### config.mk
export PLATFORM = sky130hd
export DESIGN_NAME = multi_wave_gen
export DESIGN_NICKNAME = d
export VERILOG_FILES = /design/src/rtl/multi_wave_gen.sv
export SDC_FILE = /design/constraint.sdc
export NUM_CORES = 1
export LEC_CHECK = 0
export BUFFER_PORTS_ARGS = -buffer_cell sky130_fd_sc_hd__buf_2
export CAP_MARGIN = 25
export CORE_ASPECT_RATIO = 1.1
export CORE_MARGIN = 2
export CORE_UTILIZATION = 45
export CTS_BUF_LIST = sky130_fd_sc_hd__clkbuf_4 sky130_fd_sc_hd__clkbuf_8
export CTS_CLUSTER_SIZE = 25
export DETAILED_ROUTE_END_ITERATION = 10
export GPL_ROUTABILITY_DRIVEN = 0
export PLACE_DENSITY = 0.64
export SYNTH_ARGS = -nofsm -noshare
export SYNTH_HDL_FRONTEND = slang
export SYNTH_SLANG_ARGS = --single-unit
### constraint.sdc
create_clock -name clk -period 2.1 [get_ports clk]
set_input_delay 0.315 -clock clk [delete_from_list [all_inputs] [get_ports clk]]
set_output_delay 0.315 -clock clk [all_outputs]
set_load 0.005 [all_outputs]
### src/rtl/multi_wave_gen.sv
// N-channel pattern-replay waveform generator: every channel shares one bit
// sequencer, so all channel edges stay phase-aligned.
module multi_wave_gen #(
  parameter int CH    = 3,
  parameter int DEPTH = 32,
  parameter int DIV_W = 8,
  localparam int LEN_W = $clog2(DEPTH) + 1,
  localparam int CHW   = $clog2(CH) + 1
) (
  input  logic             clk,
  input  logic             rst_n,
  input  logic             cfg_we,
  input  logic [CHW-1:0]   cfg_ch,
  input  logic [DEPTH-1:0] cfg_data,
  input  logic [LEN_W-1:0] cfg_len,
  input  logic [DIV_W-1:0] cfg_div,
  input  logic             loop_mode,
  input  logic             start,
  input  logic             stop,
  output logic [CH-1:0]    wave,
  output logic             busy,
  output logic             done
);

  localparam int IDX_W = $clog2(DEPTH);

  typedef enum logic {IDLE, RUN} state_e;

  state_e           state_q;
  logic [DEPTH-1:0] pattern_q [CH];
  logic [IDX_W-1:0] idx_q;
  logic [DIV_W-1:0] cnt_q;
  logic [DIV_W-1:0] div_q;
  logic [LEN_W-1:0] len_q;
  logic             loop_q;
  logic [CH-1:0]    wave_q;
  logic             busy_q;
  logic             done_q;

  logic [IDX_W-1:0] nextIdx_d;
  logic [CH-1:0]    firstBits_d;
  logic [CH-1:0]    nextBits_d;
  logic             lastBit_d;
  logic             lenOk_d;

  always_comb begin
    nextIdx_d   = idx_q + 1'b1;
    lastBit_d   = ({1'b0, idx_q} == (len_q - 1'b1));
    lenOk_d     = (cfg_len != '0) && (cfg_len <= LEN_W'(DEPTH));
    firstBits_d = '0;
    nextBits_d  = '0;
    for (int i = 0; i < CH; i++) begin
      firstBits_d[i] = pattern_q[i][0];
      nextBits_d[i]  = pattern_q[i][nextIdx_d];
    end
  end

  // The bit that is loaded on an edge is held for div+1 cycles, so the final
  // bit also gets its full period before the one-shot drops back to IDLE.
  always_ff @(posedge clk or negedge rst_n) begin
    if (!rst_n) begin
      state_q <= IDLE;
      for (int i = 0; i < CH; i++) pattern_q[i] <= '0;
      idx_q   <= '0;
      cnt_q   <= '0;
      div_q   <= '0;
      len_q   <= '0;
      loop_q  <= 1'b0;
      wave_q  <= '0;
      busy_q  <= 1'b0;
      done_q  <= 1'b0;
    end else begin
      done_q <= 1'b0;
      case (state_q)
        IDLE: begin
          wave_q <= '0;
          busy_q <= 1'b0;
          if (cfg_we) begin
            for (int i = 0; i < CH; i++) begin
              if (cfg_ch == CHW'(i)) pattern_q[i] <= cfg_data;
            end
          end
          if (start && !stop && lenOk_d) begin
            len_q   <= cfg_len;
            div_q   <= cfg_div;
            loop_q  <= loop_mode;
            idx_q   <= '0;
            cnt_q   <= '0;
            wave_q  <= firstBits_d;
            busy_q  <= 1'b1;
            state_q <= RUN;
          end
        end
        RUN: begin
          if (stop) begin
            state_q <= IDLE;
            wave_q  <= '0;
            busy_q  <= 1'b0;
          end else if (cnt_q == div_q) begin
            cnt_q <= '0;
            if (!lastBit_d) begin
              idx_q  <= nextIdx_d;
              wave_q <= nextBits_d;
            end else if (loop_q) begin
              idx_q  <= '0;
              wave_q <= firstBits_d;
            end else begin
              state_q <= IDLE;
              wave_q  <= '0;
              busy_q  <= 1'b0;
              done_q  <= 1'b1;
            end
          end else begin
            cnt_q <= cnt_q + 1'b1;
          end
        end
        default: state_q <= IDLE;
      endcase
    end
  end

  assign wave = wave_q;
  assign busy = busy_q;
  assign done = done_q;

endmodule
==> results.txt, run 1 <==
crit-path max FO = 5
Crit path required time = 2450 ps
CP Cell Sequence = ha_4 > buf_6 > mux4_2 > mux2i_1 > nand2_1 > nand4_1 > a21oi_2 > o22a_1
Post-Route Utilization = 55.44%
placed inst area = 0.007033 mm²
vias in the first global route = 4,428
maximum vdd ir drop = 0.0007147 V
worst slew pin tran = 683.9 ps
Pre-Repair DR Iteration Count = 4
Post-layout nets = 640
post-layout instance area = 0.007616 mm²
vias post-DR = 4,229
antenna violations before repair = 0
num rows = 45
port buffer count = 59
Ports = 60
crit-path max cell delay = 510 ps
Total GRT Usage = 19.52%
Worst path slowest cell = mux4_2
WL final = 13,240 µm
pwr dens = 1016 mW/mm²
number of flops mapped to enable cells by yosys = 0
Synth area leaders = dfrtp_1 52%, mux2_2 17%, mux4_2 8.6%
Final Hold Vio Count = 0
1st-iter DRT viols = 182
Synth cell types = 49
Mapped Area = 0.006299 mm²
Max Freq = 474.9 MHz
# H-tree levels = 4
CTS max path bufs = 2
initial core utilization = 45.85%
Worst slew margin = 54.41%
grt total ovfl = 0
Clock Latency Late Sink = 460 ps
Setup Crit Path Kind = register to register
post-DP HPWL = 9372 µm
Die Area = 0.01496 mm²
critical path's top delay family = multiplexers
worst r2r src = idx_q[0]
Synth Instances = 492
cell taking the most area after synthesis = dfrtp_1
final worst slack = -5.520 ps
clock net sink count = 130
register area share after synthesis = 51.65%
core area = 0.01374 mm²
CTS tree = yes
Synth async-reset ratio = 100.0%
largest net degree at the start of global routing = 131
clk slew on worst S/H paths = 70 ps
area delta synth->final = 20.92%
YS warnings = 0
worst hold path type = input port to register
hold_sp = cfg_div[5]
crit path DAT = 2460 ps
TNS Setup = -5.520 ps
critical path startpoint category = register
Clock Skews = 7.120 ps
Die Span Y = 128.1 µm
Final Cycle Share = 100.3%
min Tclk post-route = 2106 ps
share of cells above drive strength 1 = 46.13%
count of final setup violators = 1
Worst Setup End Kind = register
RSZ-0062 raised after global routing = true
die span in x = 116.8 µm
LEAKAGE = 3.438 nW
DR vias/cell = 5.408
Synthesized Nets = 550
Non-Filler Instances = 782
Buf/Inv on CP = 1
failing checks = setup timing
Worst Setup SP = idx_q[0]
Root Driver = clkbuf_8
Synth top area share = 51.65%
number of diodes = 0
status = finished, violations left
placed cell count = 745
Detail Route Antenna Nets = 0
total CTS buffers = 17
Slew Viols, Final = 0
# DRC = 0
Max-cap violations = 0
WL/cell = 16.94 µm
Seq cells post-synth = 130
prevailing post-synth register cell = dfrtp_1
Syn Area/Cell = 12.80 µm²
first-pass GRT wire length = 22,170 µm
## per-layer routing
layer / GRT usage (%) / vias to the layer above / share of wire [%]
met4: 5.882 / 0 / 1.1
met1: 24.17 / 2141 / 42
met2: 32.68 / 82 / 52
li1: - / 1990 / -
met3: 6.147 / 16 / 4.5
met5: 0 / - / 0
## worst paths after layout
kind                                       to  slack [ps]  cells past startpoint
worst max-delay path                  wave[1]          -6                      8
worst min-delay path                 div_q[5]          50                      3
worst max register to register        wave[1]          -6                      8
worst min register to register       cnt_q[7]         500                      1
max in group asynchronous       pattern_q[56]        1100                      3
min in group asynchronous            len_q[4]         500                      3
## flip-flops by register name (all words and copies together) (netlist names)
signal,cells
cnt_q,8
busy,1
div_q,8
firstBits_d,3
len_q,6
state_q,1
done,1
loop_q,1
pattern_q,93
wave,3
idx_q,5
## synthesized netlist by cell type, types with 2 or more instances
library cell and count:
dfrtp_1 130, mux2_2 97, nand2_1 61, o21ai_0 25, mux4_2 24, xnor2_1 17
clkbuf_1 14, mux2i_1 12, nor2_1 12, buf_1 8, buf_2 6, nand4_1 6
and2_1 5, inv_1 5, a21o_1 4, a21oi_1 4, and3_1 4, nor2b_1 4
nor3_1 4, and4_1 3, ha_1 3, nand2b_1 3, nand3_1 3, nor3b_1 3
o211a_1 3, o22a_1 3, o41ai_1 3, a32oi_1 2, o31ai_1 2, o32ai_1 2
or3_1 2
## through the flow
step	setup WS (ps)	hold slack [ps]	total power, mW
floorplan	-120.1	19.41	4.739
global placement	-201.4	476.5	5.327
detailed placement	-267.7	482.1	5.411
CTS	-6.581	17.06	7.721
global route	-109.9	27.69	8.192
finish	-5.520	45.50	7.738
## where the power goes
group	internal (mW)	total, mW	switching, mW	leakage [nW]
registers	3.08	3.43	0.351	1.60
logic	1.24	2.09	0.850	1.63
clock network	1.23	2.22	0.989	0.204
## worst reg2reg max path: cells and delay by family (launching register included)
family	cells	cell delay, ps
and+or+nand+nor	2	210
buffers and inverters	1	130
muxes	2	680
DFF	1	450
adders and majority gates	1	300
AOI/OAI and AO/OA	2	230
## area by class of cell
cell class | count | area, µm²
inverter | 5 | 18.77
timing repair buffer | 100 | 676.9
sequential | 130 | 3254
tap | 188 | 235.2
clock inverter | 12 | 157.7
clock buffer | 19 | 261.5
multi-input combinational | 328 | 3012
fill | 1228 | 6122
## placed cells by master, fill, tap and decap left out, types with 3 or more instances in the layout
master      Yosys  routed
mux2i_2         0       5
o41ai_1         3       3
nand2_1        61      61
mux2i_1        12       7
a21o_1          4       4
o22a_1          3       3
nor3_1          4       3
nand3_1         3       3
and4_1          3       3
buf_4           0      33
bufinv_16       0       3
o21ai_0        25      21
buf_2           6      58
dfrtp_1       130     129
xnor2_1        17      16
and2_1          5       5
and3_1          4       4
clkbuf_8        0      19
nor2b_1         4       4
o21ai_1         1       5
nand4_1         6       6
inv_1           5       3
clkinv_4        0       3
clkinvlp_4      0       3
nand2b_1        3       3
nor2_1         12      12
mux2_2         97      96
mux4_2         24      24
buf_12          0       4
buf_6           1       3
o211a_1         3       3
## cells by family (layout without fill, tap and decap cells)
logic type	Yosys count	count (layout)	synth area share, %
flip-flops	130	130	51.65
AO/OA/AOI/OAI	57	57	6.079
multiplexers	133	133	27.83
AND/OR/NAND/NOR	118	118	9.217
adder cells (fa/ha/maj)	3	3	0.5960
buffers and inverters	34	136	2.265
XOR/XNOR	17	17	2.364
## what timing repair did
item,CTS,global route
pin swaps,4,12
setup buffers,1,4
endpoints found under the hold margin,60,0
resized for setup,10,18
hold buffers,1,0
endpoints found under the setup margin,10,11
Note: power is estimated with default switching activity, not from simulation.
==> inputs of run 2 (changes only) <==
Settings changed: CORE_UTILIZATION 45 to 56, PLACE_DENSITY 0.64 to 0.77, SKIP_LAST_GASP from default to 1.
==> run 2 against run 1 <==
Compared with the run above: the run now ends clean; sequential power barely moved; fmax rose by 0.83%; final cell count fell by 4.7%; worst hold slack improved by 12 ps; sequential share of layout area rose by 0.15 points; combinational power rose by 2%; total power barely moved; clock-buffer cell count rose by 2; critical endpoint is now wave[0]; largest power group unchanged.
==> results.txt, run 2 (same netlist as run 1, synthesis figures left out) <==
fillers = 759 (-38%)
Detail Route Antenna Nets = 0 (unchanged)
critical path startpoint category = register
TNS Setup = 0 ps (+5.520 ps)
CTS max path bufs = 2 (unchanged)
worst r2r src = idx_q[0]
largest reg by FF count = pattern_q
status = finished clean
1st-iter DRT viols = 266 (+46%)
pwr dens = 1020 mW/mm² (+0.41%)
Final Cycle Share = 99.44% (-0.82 points)
Setup Crit Path Kind = register to register
CP endpoint = wave[0]
Crit path required time = 2440 ps (about the same)
Ports = 60 (unchanged)
Worst Setup SP = idx_q[0]
Pre-Repair DR Iteration Count = 4 (unchanged)
RSZ-0062 raised after global routing = true
Power, Total = 7.744 mW (about the same)
# DRC = 0 (unchanged)
LEAKAGE = 3.467 nW (+0.84%)
area delta synth->final = 20.50%
Worst slew margin = 50.49% (-3.9 points)
Top Registers = pattern_q (93), cnt_q (8), div_q (8)
port buffer count = 59 (unchanged)
largest net degree at the start of global routing = 131 (unchanged)
worst flop-to-flop path endpoint = wave[0]
clk slew on worst S/H paths = 70 ps (about the same)
number of diodes = 0 (unchanged)
post-DP HPWL = 8889 µm (-5.2%)
# H-tree levels = 4 (unchanged)
crit path DAT = 2420 ps (-40 ps)
num rows = 40 (-11%)
grt total ovfl = 0 (unchanged)
WL final = 13,310 µm (+0.48%)
reg2reg path depth = 8 (unchanged)
commonest non-fill, non-tap cell in the layout = dfrtp_1
count of final setup violators = 0 (-1)
die span in x = 105.1 µm (-10%)
Post-layout nets = 644 (+0.63%)
Total GRT Usage = 23.94% (+4.4 points)
crit-path max FO = 9 (+4)
maximum vdd ir drop = 0.0006379 V (-11%)
share of cells above drive strength 1 = 46.66% (+0.53 points)
clock net sink count = 130 (unchanged)
most frequent cells in the layout = 129 x dfrtp_1, 96 x mux2_2, 61 x nand2_1, 58 x buf_2, 39 x buf_4
Die Span Y = 115.2 µm (-10%)
post-layout instance area = 0.007590 mm² (-0.34%)
Clock Latency Late Sink = 440 ps (-20 ps)
Root Driver = clkbuf_8
Max Freq = 478.9 MHz (+0.83%)
first-pass GRT wire length = 22,140 µm (-0.12%)
total CTS buffers = 17 (unchanged)
max reg flops = 93 (unchanged)
WL/cell = 17.86 µm (+5.5%)
core area = 0.01096 mm² (-20%)
Worst Setup End Kind = register
Die Area = 0.01211 mm² (-19%)
Final Hold Vio Count = 0 (unchanged)
worst hold path type = input port to register
Max-cap violations = 0 (unchanged)
Slew Viols, Final = 0 (unchanged)
CTS tree = yes
FF/Latch Area = 0.003254 mm² (unchanged)
vias post-DR = 4,257 (+0.66%)
placed inst area = 0.006987 mm² (-0.66%)
Post-Route Utilization = 69.25% (+14 points)
footprint of the multi-input gates = 0.003033 mm² (+0.71%)
Clock Skews = 12.09 ps (+4.971 ps)
worst reg-to-reg setup slack = 10 ps (+20 ps)
worst slew pin tran = 742.6 ps (+58.76 ps)
hold_ws = 57.21 ps (+11.71 ps)
initial core utilization = 57.47% (+12 points)
vias in the first global route = 4,498 (+1.6%)
antenna violations before repair = 1 (+1)
DR vias/cell = 5.714 (+5.7%)
min Tclk post-route = 2088 ps (-17.27 ps)
## run 2: layout make-up
type | count | area share, %
clock buffer | 21 | 3.561
inverter | 5 | 0.2473
tap | 147 | 2.423
sequential | 130 | 42.88
timing repair buffer | 104 | 9.166
clock inverter | 10 | 1.764
multi-input combinational | 328 | 39.96
## run 2: stage by stage
| step | instances | worst slack, ps |
|---|---|---|
| 6_report | 745 | 11.75 |
| 5_1_grt | 745 | -71.59 |
| 4_1_cts | 742 | -2.195 |
| 3_5_place_dp | 708 | -261.0 |
| 3_3_place_gp | 708 | -183.2 |
| 2_1_floorplan | 492 | -120.1 |
## run 2: what timing repair did
item / in CTS / in global routing
resized for setup: 11 / 21
hold endpoints to repair: 4 / 0
pin swaps: 2 / 8
setup buffers: 2 / 3
gates cloned: 0 / 1
endpoints found under the setup margin: 10 / 11
hold buffers: 1 / 0
## run 2: worst min path at each step
stage	start	to	depth (start not counted)
6_report	cfg_div[3]	div_q[3]	3
5_1_grt	cfg_div[3]	div_q[3]	3
4_1_cts	cfg_div[3]	div_q[3]	3
3_5_place_dp	rst_n	len_q[3]	2
3_3_place_gp	rst_n	len_q[2]	2
2_1_floorplan	rst_n	busy	0
## run 2: power breakdown
part           leakage, nW  internal (mW)  switching (mW)
sequential            1.60           3.08           0.357
combinational         1.66           1.26           0.875
clock                0.206           1.23           0.941
## run 2: critical path, stage by stage, from the launching register on
cell,delay (ps)
dfrtp_2,420
buf_4,160
buf_12,140
or4bb_1,560
o32ai_4,190
o21ai_1,130
nand4_1,130
a21oi_1,90
o22a_1,160
## run 2: per-layer routing
metal,GRT usage [%],vias up,wire length (µm)
met5,0,-,0
met4,9.600,0,254
met3,6.463,23,576
met2,40.78,106,6744
met1,29.31,2141,5733
li1,-,1987,-
==> inputs of run 3 (changes only) <==
Settings changed: CORE_UTILIZATION 56 to 61, PLACE_DENSITY 0.77 to 0.8.
Clock period 2.1 ns to 2.15 ns, I/O delays scaled along.
==> run 3 against run 2 <==
Compared with the run above: the run now ends with hold timing left; worst setup slack gained 21 ps; first-iteration DRC count shrank 2.3%; core utilization increased by 6.8 points; worst hold slack worse by 120 ps; global-route usage up 2.0 points; non-clock buffer count fell by 7; clock-buffer cell count down 3; via count rose by 0.87%; clock power about the same; die area is 7.9% lower; critical endpoint is now idx_q[2].
==> results.txt, run 3 (same netlist as run 1, synthesis figures left out) <==
maximum vdd ir drop = 0.0006635 V (+4.0%)
Ports = 60 (unchanged)
Max Freq = 472.4 MHz (-1.4%)
Clock Skews = 7.420 ps (-4.671 ps)
Clock Latency Late Sink = 440 ps (about the same)
pwr dens = 1012 mW/mm² (-0.85%)
LEAKAGE = 3.458 nW (-0.24%)
grt total ovfl = 0 (unchanged)
vias in the first global route = 4,521 (+0.51%)
CTS max path bufs = 2 (unchanged)
Top Registers = pattern_q (93), cnt_q (8), div_q (8)
antenna violations before repair = 0 (-1)
Setup Crit Path Kind = register to register
# DRC = 0 (unchanged)
post-DP HPWL = 9306 µm (+4.7%)
CTS hold repair buffers = 0 (-1)
Die Area = 0.01116 mm² (-7.9%)
clock net sink count = 130 (unchanged)
die span in x = 100.9 µm (-4.0%)
CTS tree = yes
num rows = 38 (-5.0%)
worst slew pin tran = 699.8 ps (-42.85 ps)
vias post-DR = 4,294 (+0.87%)
largest net degree at the start of global routing = 131 (unchanged)
Crit path required time = 2480 ps (+40 ps)
Pre-Repair DR Iteration Count = 5 (+1)
Detail Route Antenna Nets = 0 (unchanged)
Post-layout nets = 638 (-0.93%)
Max-cap violations = 0 (unchanged)
initial core utilization = 63.38% (+5.9 points)
Slew Viols, Final = 0 (unchanged)
placed cell count = 678 (-4.2%)
Final Hold Vio Count = 30 (+30)
share of cells above drive strength 1 = 45.03% (-1.6 points)
failing checks = hold timing
most frequent cells in the layout = 130 x dfrtp_1, 97 x mux2_2, 61 x nand2_1, 58 x buf_2, 27 x buf_4
first-pass GRT wire length = 22,200 µm (+0.25%)
WL/cell = 19.05 µm (+6.7%)
# H-tree levels = 4 (unchanged)
fillers = 653 (-14%)
core area = 0.009937 mm² (-9.3%)
min Tclk post-route = 2117 ps (+28.65 ps)
number of diodes = 0 (unchanged)
crit-path max FO = 5 (-4)
Final Cycle Share = 98.46% (-0.98 points)
commonest non-fill, non-tap cell in the layout = dfrtp_1
total CTS buffers = 17 (unchanged)
count of final setup violators = 0 (unchanged)
critical path startpoint category = register
status = finished, violations left
worst r2r src = len_q[0]
1st-iter DRT viols = 260 (-2.3%)
crit path DAT = 2450 ps (+30 ps)
port buffer count = 59 (unchanged)
FF/Latch Area = 0.003253 mm² (about the same)
hold_ws = -67.39 ps (-124.6 ps)
worst reg-to-reg setup slack = 30 ps (+20 ps)
Total GRT Usage = 25.91% (+2.0 points)
RSZ-0062 raised after global routing = true
Worst Setup SP = len_q[0]
Worst Setup End Kind = register
largest reg by FF count = pattern_q
Die Span Y = 110.6 µm (-4.0%)
WL final = 13,580 µm (+2.1%)
max reg flops = 93 (unchanged)
footprint of the multi-input gates = 0.002992 mm² (-1.4%)
worst hold path type = input port to async pin
Worst slew margin = 53.35% (+2.9 points)
clk slew on worst S/H paths = 70 ps (about the same)
Non-Filler Instances = 713 (-4.3%)
Root Driver = clkbuf_8
DR vias/cell = 6.022 (+5.4%)
area delta synth->final = 19.98%
## run 3: cell count changes in the layout (fill, tap and decap cells not counted), sizes merged
cell         change
or3              +1
dlygate4sd3      -1
clkinvlp         +1
buf              -6
clkbuf           -3
inv              +3
## run 3: area by class of cell
cell class,instances,area share (%)
flip-flops and latches,130,43.05
multi-input cells,329,39.59
repair buffers,97,9.536
clock buffers,18,3.278
clock inverters,14,2.318
well taps,120,1.987
inverters,5,0.2483
## run 3: per-stage QoR
stage | TNS [ps] | total power, mW | setup WS, ps | area, µm² | util (%)
after detailed placement | -1840 | 5.339 | -251.9 | 6998 | 70.42
after CTS | 0 | 7.566 | 10.57 | 7451 | 74.98
after floorplan | -143.0 | 4.623 | -77.60 | 6304 | -
after global placement | -727.4 | 5.201 | -166.4 | 6998 | 70.42
final | 0 | 7.645 | 33.10 | 7557 | 76.05
after global routing | -209.3 | 8.023 | -57.02 | 7557 | 76.05
## run 3: path summary, 6_finish.rpt
kind,cells after the start,endpoint
max,8,idx_q[2]
min,2,div_q[6]
min reg2reg,2,div_q[0]
max reg2reg,8,idx_q[2]
min in group clk,3,div_q[6]
max in group asynchronous,2,pattern_q[11]
## run 3: metal layers
metal  vias to the layer above  track usage, %  routed length (µm)
met5                         -               0                   0
met4                         0           9.772                 285
met3                        25           5.949                 502
met2                       103           43.38                7130
met1                      2187           32.59                5666
li1                       1979               -                   -
## run 3: timing repair
action	4_1_cts	5_1_grt
resized for setup	5	13
gates cloned	0	2
pin swaps	0	8
setup buffers	0	1
endpoints found under the setup margin	10	12
endpoints found under the hold margin	0	0
## run 3: worst max-delay path, cell delays in order, from the launching register on
cell,delay [ps]
dfrtp_1,380
inv_1,110
ha_4,220
xnor2_1,120
nor2_1,100
o211ai_1,150
or3_4,450
and4b_1,210
a211o_1,270
## run 3: where the power goes
group	total (mW)	internal [mW]	leakage (nW)	switching (mW)
Combinational	2.10	1.23	1.65	0.868
Sequential	3.36	3.01	1.60	0.357
Clock	2.18	1.19	0.206	0.993
